<file path="config.mk">
export PLATFORM = sky130hd
export DESIGN_NAME = exe_muldiv
export DESIGN_NICKNAME = d
export VERILOG_FILES = /design/src/rtl/exe_muldiv_pkg.sv /design/src/rtl/muldiv_core.sv /design/src/rtl/exe_muldiv.sv
export SDC_FILE = /design/constraint.sdc
export NUM_CORES = 1
export LEC_CHECK = 0
export CORE_MARGIN = 1.5
export CORE_UTILIZATION = 63
export DETAILED_ROUTE_END_ITERATION = 12
export PLACE_DENSITY_LB_ADDON = 0.3
export SLEW_MARGIN = 10
export SYNTH_ARGS = -nofsm -noshare
export SYNTH_HDL_FRONTEND = slang
export SYNTH_SLANG_ARGS = --single-unit
</file>
<file path="constraint.sdc">
create_clock -name clk -period 8 [get_ports clk]
set_input_delay 2.4 -clock clk [delete_from_list [all_inputs] [get_ports clk]]
set_output_delay 2.4 -clock clk [all_outputs]
set_load 0.02 [all_outputs]
</file>
<file path="src/rtl/exe_muldiv_pkg.sv">
// Shared definitions for the iterative multiply/divide unit: op and state
// encodings, iteration count and a magnitude helper.
package exe_muldiv_pkg;

    typedef enum logic [1:0] {
        OP_MULT  = 2'b00,
        OP_MULTU = 2'b01,
        OP_DIV   = 2'b10,
        OP_DIVU  = 2'b11
    } mdOp_t;

    typedef enum logic [1:0] {
        ST_IDLE = 2'b00,
        ST_MUL  = 2'b01,
        ST_DIV  = 2'b10,
        ST_FIX  = 2'b11
    } mdState_t;

    localparam int         MD_ITERS     = 32;
    localparam logic [5:0] MD_ITERS_CNT = 6'(MD_ITERS);

    function automatic logic isSignedOp(input logic [1:0] op);
        return (op == OP_MULT) || (op == OP_DIV);
    endfunction

    function automatic logic [31:0] absVal(input logic [31:0] x);
        return x[31] ? (~x + 32'd1) : x;
    endfunction

endpackage

</file>
<file path="src/rtl/muldiv_core.sv">
// Iterative datapath: operand registers, 64-bit accumulator and step counter.
// One shift-add (multiply) or restoring shift-subtract (divide) step per enabled cycle.
module muldiv_core
    import exe_muldiv_pkg::*;
(
    input  logic        clk,
    input  logic        rst,
    input  logic        load,
    input  logic        step,
    input  logic        divMode,
    input  logic [31:0] opA,
    input  logic [31:0] opB,
    output logic [63:0] acc,
    output logic        iterDone,
    output logic        bZero
);

    logic [31:0] aReg;
    logic [31:0] bReg;
    logic [5:0]  cnt;
    logic [32:0] mulSum;
    logic [32:0] divTrial;
    logic [32:0] divDiff;
    logic [63:0] accNext;

    // Multiply keeps {partial product, remaining multiplier} in acc; divide keeps
    // {remainder, dividend/quotient}. A borrow out of divDiff means restore.
    always_comb begin
        mulSum   = {1'b0, acc[63:32]} + {1'b0, (acc[0] ? aReg : 32'd0)};
        divTrial = acc[63:31];
        divDiff  = divTrial - {1'b0, bReg};
        accNext  = {mulSum, acc[31:1]};
        if (divMode) begin
            if (divDiff[32])
                accNext = {divTrial[31:0], acc[30:0], 1'b0};
            else
                accNext = {divDiff[31:0], acc[30:0], 1'b1};
        end
    end

    always_ff @(posedge clk or negedge rst) begin
        if (!rst) begin
            aReg <= '0;
            bReg <= '0;
            acc  <= '0;
            cnt  <= '0;
        end else if (load) begin
            aReg <= opA;
            bReg <= opB;
            acc  <= {32'd0, (divMode ? opA : opB)};
            cnt  <= '0;
        end else if (step) begin
            acc <= accNext;
            cnt <= cnt + 6'd1;
        end
    end

    assign iterDone = (cnt == MD_ITERS_CNT);
    assign bZero    = (bReg == 32'd0);

endmodule

</file>
<file path="src/rtl/exe_muldiv.sv">
// EX-stage multiply/divide unit with architectural HI/LO registers.
// Control FSM around muldiv_core; results are sign-corrected in FIX.
module exe_muldiv
    import exe_muldiv_pkg::*;
(
    input  logic        clk,
    input  logic        rst,
    input  logic [31:0] exe_RFRD1,
    input  logic [31:0] exe_RFRD2,
    input  logic        md_start,
    input  logic [1:0]  md_op,
    input  logic        md_flush,
    input  logic        hilo_rd,
    input  logic        hi_we,
    input  logic        lo_we,
    output logic [31:0] hi,
    output logic [31:0] lo,
    output logic        md_busy,
    output logic        md_done,
    output logic        stall_req
);

    mdState_t    state;
    logic        divOp;
    logic        negQ;
    logic        negR;
    logic        opSigned;
    logic        load;
    logic        step;
    logic        divMode;
    logic        iterDone;
    logic        bZero;
    logic [31:0] opA;
    logic [31:0] opB;
    logic [63:0] acc;
    logic [63:0] prod;
    logic [31:0] quo;
    logic [31:0] rem;
    logic [31:0] fixHi;
    logic [31:0] fixLo;

    always_comb begin
        opSigned = isSignedOp(md_op);
        opA      = opSigned ? absVal(exe_RFRD1) : exe_RFRD1;
        opB      = opSigned ? absVal(exe_RFRD2) : exe_RFRD2;
        load     = (state == ST_IDLE) && md_start && !md_flush;
        step     = ((state == ST_MUL) || (state == ST_DIV)) && !iterDone && !md_flush;
        divMode  = (state == ST_IDLE) ? md_op[1] : (state == ST_DIV);
    end

    muldiv_core uCore (
        .clk      (clk),
        .rst      (rst),
        .load     (load),
        .step     (step),
        .divMode  (divMode),
        .opA      (opA),
        .opB      (opB),
        .acc      (acc),
        .iterDone (iterDone),
        .bZero    (bZero)
    );

    // Divide by zero leaves the remainder equal to |A|, so only LO needs overriding.
    always_comb begin
        prod  = negQ ? (~acc + 64'd1) : acc;
        quo   = acc[31:0];
        rem   = acc[63:32];
        fixHi = prod[63:32];
        fixLo = prod[31:0];
        if (divOp) begin
            fixHi = negR ? (~rem + 32'd1) : rem;
            fixLo = bZero ? 32'hFFFF_FFFF : (negQ ? (~quo + 32'd1) : quo);
        end
    end

    always_ff @(posedge clk or negedge rst) begin
        if (!rst) begin
            state   <= ST_IDLE;
            hi      <= '0;
            lo      <= '0;
            md_done <= 1'b0;
            divOp   <= 1'b0;
            negQ    <= 1'b0;
            negR    <= 1'b0;
        end else begin
            md_done <= 1'b0;
            case (state)
                ST_IDLE: begin
                    if (hi_we) hi <= exe_RFRD1;
                    if (lo_we) lo <= exe_RFRD1;
                    if (md_start && !md_flush) begin
                        divOp <= md_op[1];
                        negQ  <= opSigned & (exe_RFRD1[31] ^ exe_RFRD2[31]);
                        negR  <= opSigned & exe_RFRD1[31];
                        state <= md_op[1] ? ST_DIV : ST_MUL;
                    end
                end
                ST_MUL, ST_DIV: begin
                    if (md_flush)
                        state <= ST_IDLE;
                    else if (iterDone)
                        state <= ST_FIX;
                end
                ST_FIX: begin
                    if (!md_flush) begin
                        hi      <= fixHi;
                        lo      <= fixLo;
                        md_done <= 1'b1;
                    end
                    state <= ST_IDLE;
                end
                default: state <= ST_IDLE;
            endcase
        end
    end

    assign md_busy   = (state != ST_IDLE);
    assign stall_req = (state != ST_IDLE) && (md_start || hilo_rd || hi_we || lo_we);

endmodule

</file>
### Yosys cells after proc, flatten, opt, wreduce, memory -nomap -nowiden

Cells that the tools add are included.

* $add $sub $neg: 8
* eq/ne operators: 10
* reduce and logical (&&, ||, !) cells: 24
* bitwise operators: 8
* muxes and demuxes: 32

Operators by type and width (count)
* two-way mux 32 bit: 15
* two-way mux 64 bit: 5
* adder 32 x 1 -> 32 bit (second input constant): 4
* NOT 32 bit: 4
* case mux 32 bit (2 select lines): 2
* adder 64 x 1 -> 64 bit (second input constant): 1
* NOT 64 bit: 1
* adder 32 x 32 -> 33 bit: 1
* subtractor 33 x 32 -> 33 bit: 1
* logical NOT 32 bit: 1
* two-way mux 6 bit: 2
* two-way mux 2 bit: 4
* adder 6 x 1 -> 6 bit (second input constant): 1
* equality test 2 bit (second input constant): 3
* equality test 6 bit (second input constant): 1
* logical AND 1 bit: 6
* inequality test 2 bit (second input constant): 3
* case mux 2 bit (3 select lines): 1
* AND reduction 3 bit: 2
* nonzero test 2 bit: 3
* logical OR 1 bit: 5
* logical NOT 2 bit: 2
* AND reduction 2 bit: 2
* two-way mux 1 bit: 3
* other kinds (7): 9

* logic and storage cells: 93
* output and inout bits: 67
* flip-flop bits (word level): 204
* input port bits: 73

### Depth between registers and ports, before layout

* depth in word-level cells: 7
* depth in mapped cells: 15
* mapped depth without buffers: 13

### Hierarchy

A second synthesis with hierarchy kept.

* cells, all modules: 2055
* area total of the unflattened synthesis: 16817.4 um^2

By module, submodules not included
* muldiv_core: times used 1, seq. area each 3353.2 um^2, cells an instance 1198, area each 10348.7 um^2
* exe_muldiv: times used 1, seq. area each 1751.7 um^2, cells an instance 857, area each 6468.7 um^2

### Worst setup path after synthesis

OpenSTA, ideal clock, no wires.

* path type: input-to-output
* from: input port md_start
* to: output port stall_req
* required time: 5.600 ns
* buffers on the path: 0
* path slack: 2.812 ns
* arrival: 2.788 ns
* stages on the path: 2
* path through: nor4_1 -> nor2_1

* cells in the longest elaborated chain, start to end: 4

Ends and longest elaborated chain
* from (decl): RTL line exe_muldiv.sv:10 `input logic md_start,`
* logical OR 1 bit (3 in series): RTL line exe_muldiv.sv:119 `assign stall_req = (state != ST_IDLE) && (md_start || hilo_rd || hi_we || lo_we);`
* logical AND 1 bit: RTL line exe_muldiv.sv:119
* to (decl): RTL line exe_muldiv.sv:20 `output logic stall_req`

No other way between the ends.

### Worst setup path after layout

* from: input port hi_we
* to: output port stall_req

* cells in the longest elaborated chain, start to end: 3

Ends and longest elaborated chain
* from (decl): RTL line exe_muldiv.sv:14 `input logic hi_we,`
* logical OR 1 bit (2 in series): RTL line exe_muldiv.sv:119
* logical AND 1 bit: RTL line exe_muldiv.sv:119

No other way between the ends.

==> flow_metrics.tcl <==
set metrics [dict create \
    cpMostUsedCell "clkdlybuf4s50_1" \
    cts_buffers 24 \
    clk_pin_slew_ps 50 \
    gp_congestion 1.030 \
    syn-cell-area_um2 16140 \
    fp.coreArea_um2 25180 \
    hold_viol 0 \
    post_drt_via_cell_ratio 6.719 \
    insertion_delay_ps 530 \
    synth_async_sr_flop_share_pct 100.0 \
    final_cell_mix "331 x nand2_1, 213 x o21ai_0, 204 x dfrtp_1" \
    setup_tns_ps 0 \
    worstMarginPinSlew_ps 1189 \
    drv_slew 0 \
    post-route-drc-count 0 \
    hold_buffers 0 \
    final_common_cell "nand2_1" \
    cts_tree "built" \
    syn_inst 2038 \
    cts_resized 0 \
    slew-limit-headroom_pct 20.71 \
    gr-usage-all-layers_pct 40.95 \
    first_global_vias 15133 \
    crit_fanout 2 \
    root_buffer "clkbuf_16" \
    antenna_cells 0 \
    cpMaxStageDelayCell "clkdlybuf4s50_1" \
    drt-initial-drc-count 2070 \
    areaGrowthSynthToFinish_pct 14.50 \
    htreeDepth 1 \
    p_int_uw 4388 \
    post_cts_buffers 0 \
    start_util_pct 64.11 \
    status "finished, final reports clean" \
    p_leak_uw 0.007968 \
    hold_path_class "register to register" \
    grt_max_degree 77 \
    synth_cell_types 74 \
    num_io_pins 140 \
    worstPathCellList "clkdlybuf4s50_1 -> nor4_1 -> nor2_1 -> clkdlybuf4s50_1" \
    path_buf_inv 2 \
    fmax_ghz 0.1621 \
    seq_area_frac_synth_pct 31.62 \
    max_stage_delay_ps 550 \
    power_switching_uw 4315 \
    num_vias 16373 \
    die-area_um2 26600 \
    wire_per_inst_um 22.52 \
    place_hpwl_mm 40.71 \
    rsz0062_at_grt "false" \
    cp_top_family "buffers and inverters" \
    start_kind "input pin" \
    wl_mm 54.88 \
    pwr-share-clk_pct 13.2 \
    io_buffers 139 \
    ir_drop_mv 0.6324 \
    power.total_uw 8702 \
    seq_power_share_pct 24.7 \
    syn-num-nets 2186 \
    row_count 58 \
    fin_crit_sh_pct 77.10 \
    crit_type "input pin to output port" \
    ant_nets 0 \
    max-clock-path-buffers 3 \
    synthFlopType "dfrtp_1" \
    drive_above_1_share_pct 4.224 \
    grt_first_pass_wirelength_mm 84.41 \
    finalCriticalPeriod_ps 6168 \
    avgSynthCellArea_um2 7.922 \
    powerDensity_nw_per_um2 470.8 \
    yosysWarnings 0 \
    gr-total-overflow 0 \
    clock-sinks 204 \
    die_x_um 163.1 \
    firstDrtPassIters 10 \
    cap_violations 0 \
    crit_arrival_ps 3770 \
    antenna_found_initial 0 \
    nets 2238 \
    setup_viol 0 \
    dieHeight_um 163.1 \
    synth_edf_count 0 \
    end_kind "output port" \
    p_sw_share_pct 49.58 \
    critPathRequiredTime_ps 5600 \
    pwr-share-comb_pct 62.1 \
    fin_skew_ps 11.45 \
    ys_seq_elements 204 \
]
## synthesized netlist by cell type, types with 3 or more instances
master	n	area (um2)
a2111oi_0	4	35.03
a211oi_1	13	97.59
a21o_1	42	315.3
a21oi_1	152	760.7
a221oi_1	4	35.03
a22oi_1	14	105.1
a311oi_1	3	26.28
a31oi_1	24	150.1
and2_1	35	219.0
and3_1	8	50.05
and4_1	3	26.28
buf_1	15	56.30
buf_2	6	30.03
clkbuf_1	110	412.9
dfrtp_1	204	5105
ha_1	73	913.4
inv_1	59	221.5
mux2_2	5	56.30
mux2i_1	51	510.5
mux4_2	7	157.7
nand2_1	332	1246
nand2b_1	26	162.7
nand3_1	39	195.2
nand4_1	15	93.84
nand4b_1	3	26.28
nor2_1	108	405.4
nor2b_1	16	100.1
nor3_1	36	180.2
nor4_1	25	156.4
nor4b_1	3	26.28
o2111ai_1	6	52.55
o211ai_1	33	247.7
o21a_1	11	82.58
o21ai_0	214	1071
o21ai_1	8	40.04
o21bai_1	5	37.54
o221ai_1	16	140.1
o22ai_1	32	200.2
o31ai_1	25	187.7
o41ai_1	15	131.4
or3_1	11	68.82
or4_1	14	105.1
xnor2_1	95	832.1
xor2_1	79	691.9
## worst paths after layout
path,start,to,slack (ps),depth (start not counted)
max,hi_we,stall_req,1830,4
min,hi[12],hi[12],470,1
max reg2reg,uCore.acc[0],uCore.acc[61],3670,12
min reg2reg,hi[12],hi[12],470,1
max in group asynchronous,rst,uCore.acc[17],4700,2
min in group asynchronous,rst,uCore.acc[38],1900,1
## per-stage QoR
| step | setup slack [ps] | hold WS (ps) | utilization (%) | cell area, um2 | cells |
|---|---|---|---|---|---|
| floorplan | 2812 | 438.1 | - | 16140 | 2038 |
| finish | 1832 | 473.7 | 73.41 | 18490 | 2437 |
| CTS | 1827 | 478.0 | 73.41 | 18490 | 2437 |
| global placement | 1848 | 456.3 | 70.15 | 17670 | 2394 |
| detailed placement | 1837 | 459.6 | 70.15 | 17670 | 2394 |
| global route | 1689 | 484.5 | 73.41 | 18490 | 2437 |
## power by group through the flow
stage          registers (uW)  logic, uW  clock network, uW
2_1_floorplan            2020       3740                  0
3_3_place_gp             2110       5150                  0
3_5_place_dp             2130       5260                  0
4_1_cts                  2120       5310               1150
5_1_grt                  2180       5890               1190
6_report                 2150       5400               1150
## routing by layer
layer | share of wire, % | up-vias | routed length (um) | global-route usage [%]
li1 | - | 7409 | - | -
met1 | 40 | 7771 | 21750 | 53.95
met2 | 45 | 969 | 24860 | 65.74
met3 | 9.4 | 224 | 5154 | 7.059
met4 | 5.7 | 0 | 3123 | 19.14
met5 | 0 | - | 0 | 0
## layout make-up
| type | count | area [um2] |
|---|---|---|
| multi-input cells | 1640 | 10370 |
| fillers | 2011 | 6696 |
| flip-flops and latches | 204 | 5105 |
| repair buffers | 160 | 1553 |
| clock buffers | 38 | 744.5 |
| well taps | 330 | 412.9 |
| inverters | 60 | 225.2 |
| clock inverters | 5 | 75.07 |
## sequential cells by signal, indices dropped and copies added, names as in the netlist
signal and cells:
negQ 1, hi 32, uCore.aReg 32, lo 32, uCore.cnt 6, uCore.bReg 32
negR 1, divOp 1, state 2, md_done 1, uCore.acc 64
## logic make-up after synthesis
logic type / Yosys count / share of synthesized area (%)
AOI/OAI and AO/OA: 643 / 24.34
xor gates and xnor gates: 174 / 9.440
adders and majority gates: 75 / 5.906
buffers and inverters: 194 / 4.642
DFF: 204 / 31.62
muxes: 63 / 4.487
and+or+nand+nor: 685 / 19.56
(Power assumes the default switching activity.)
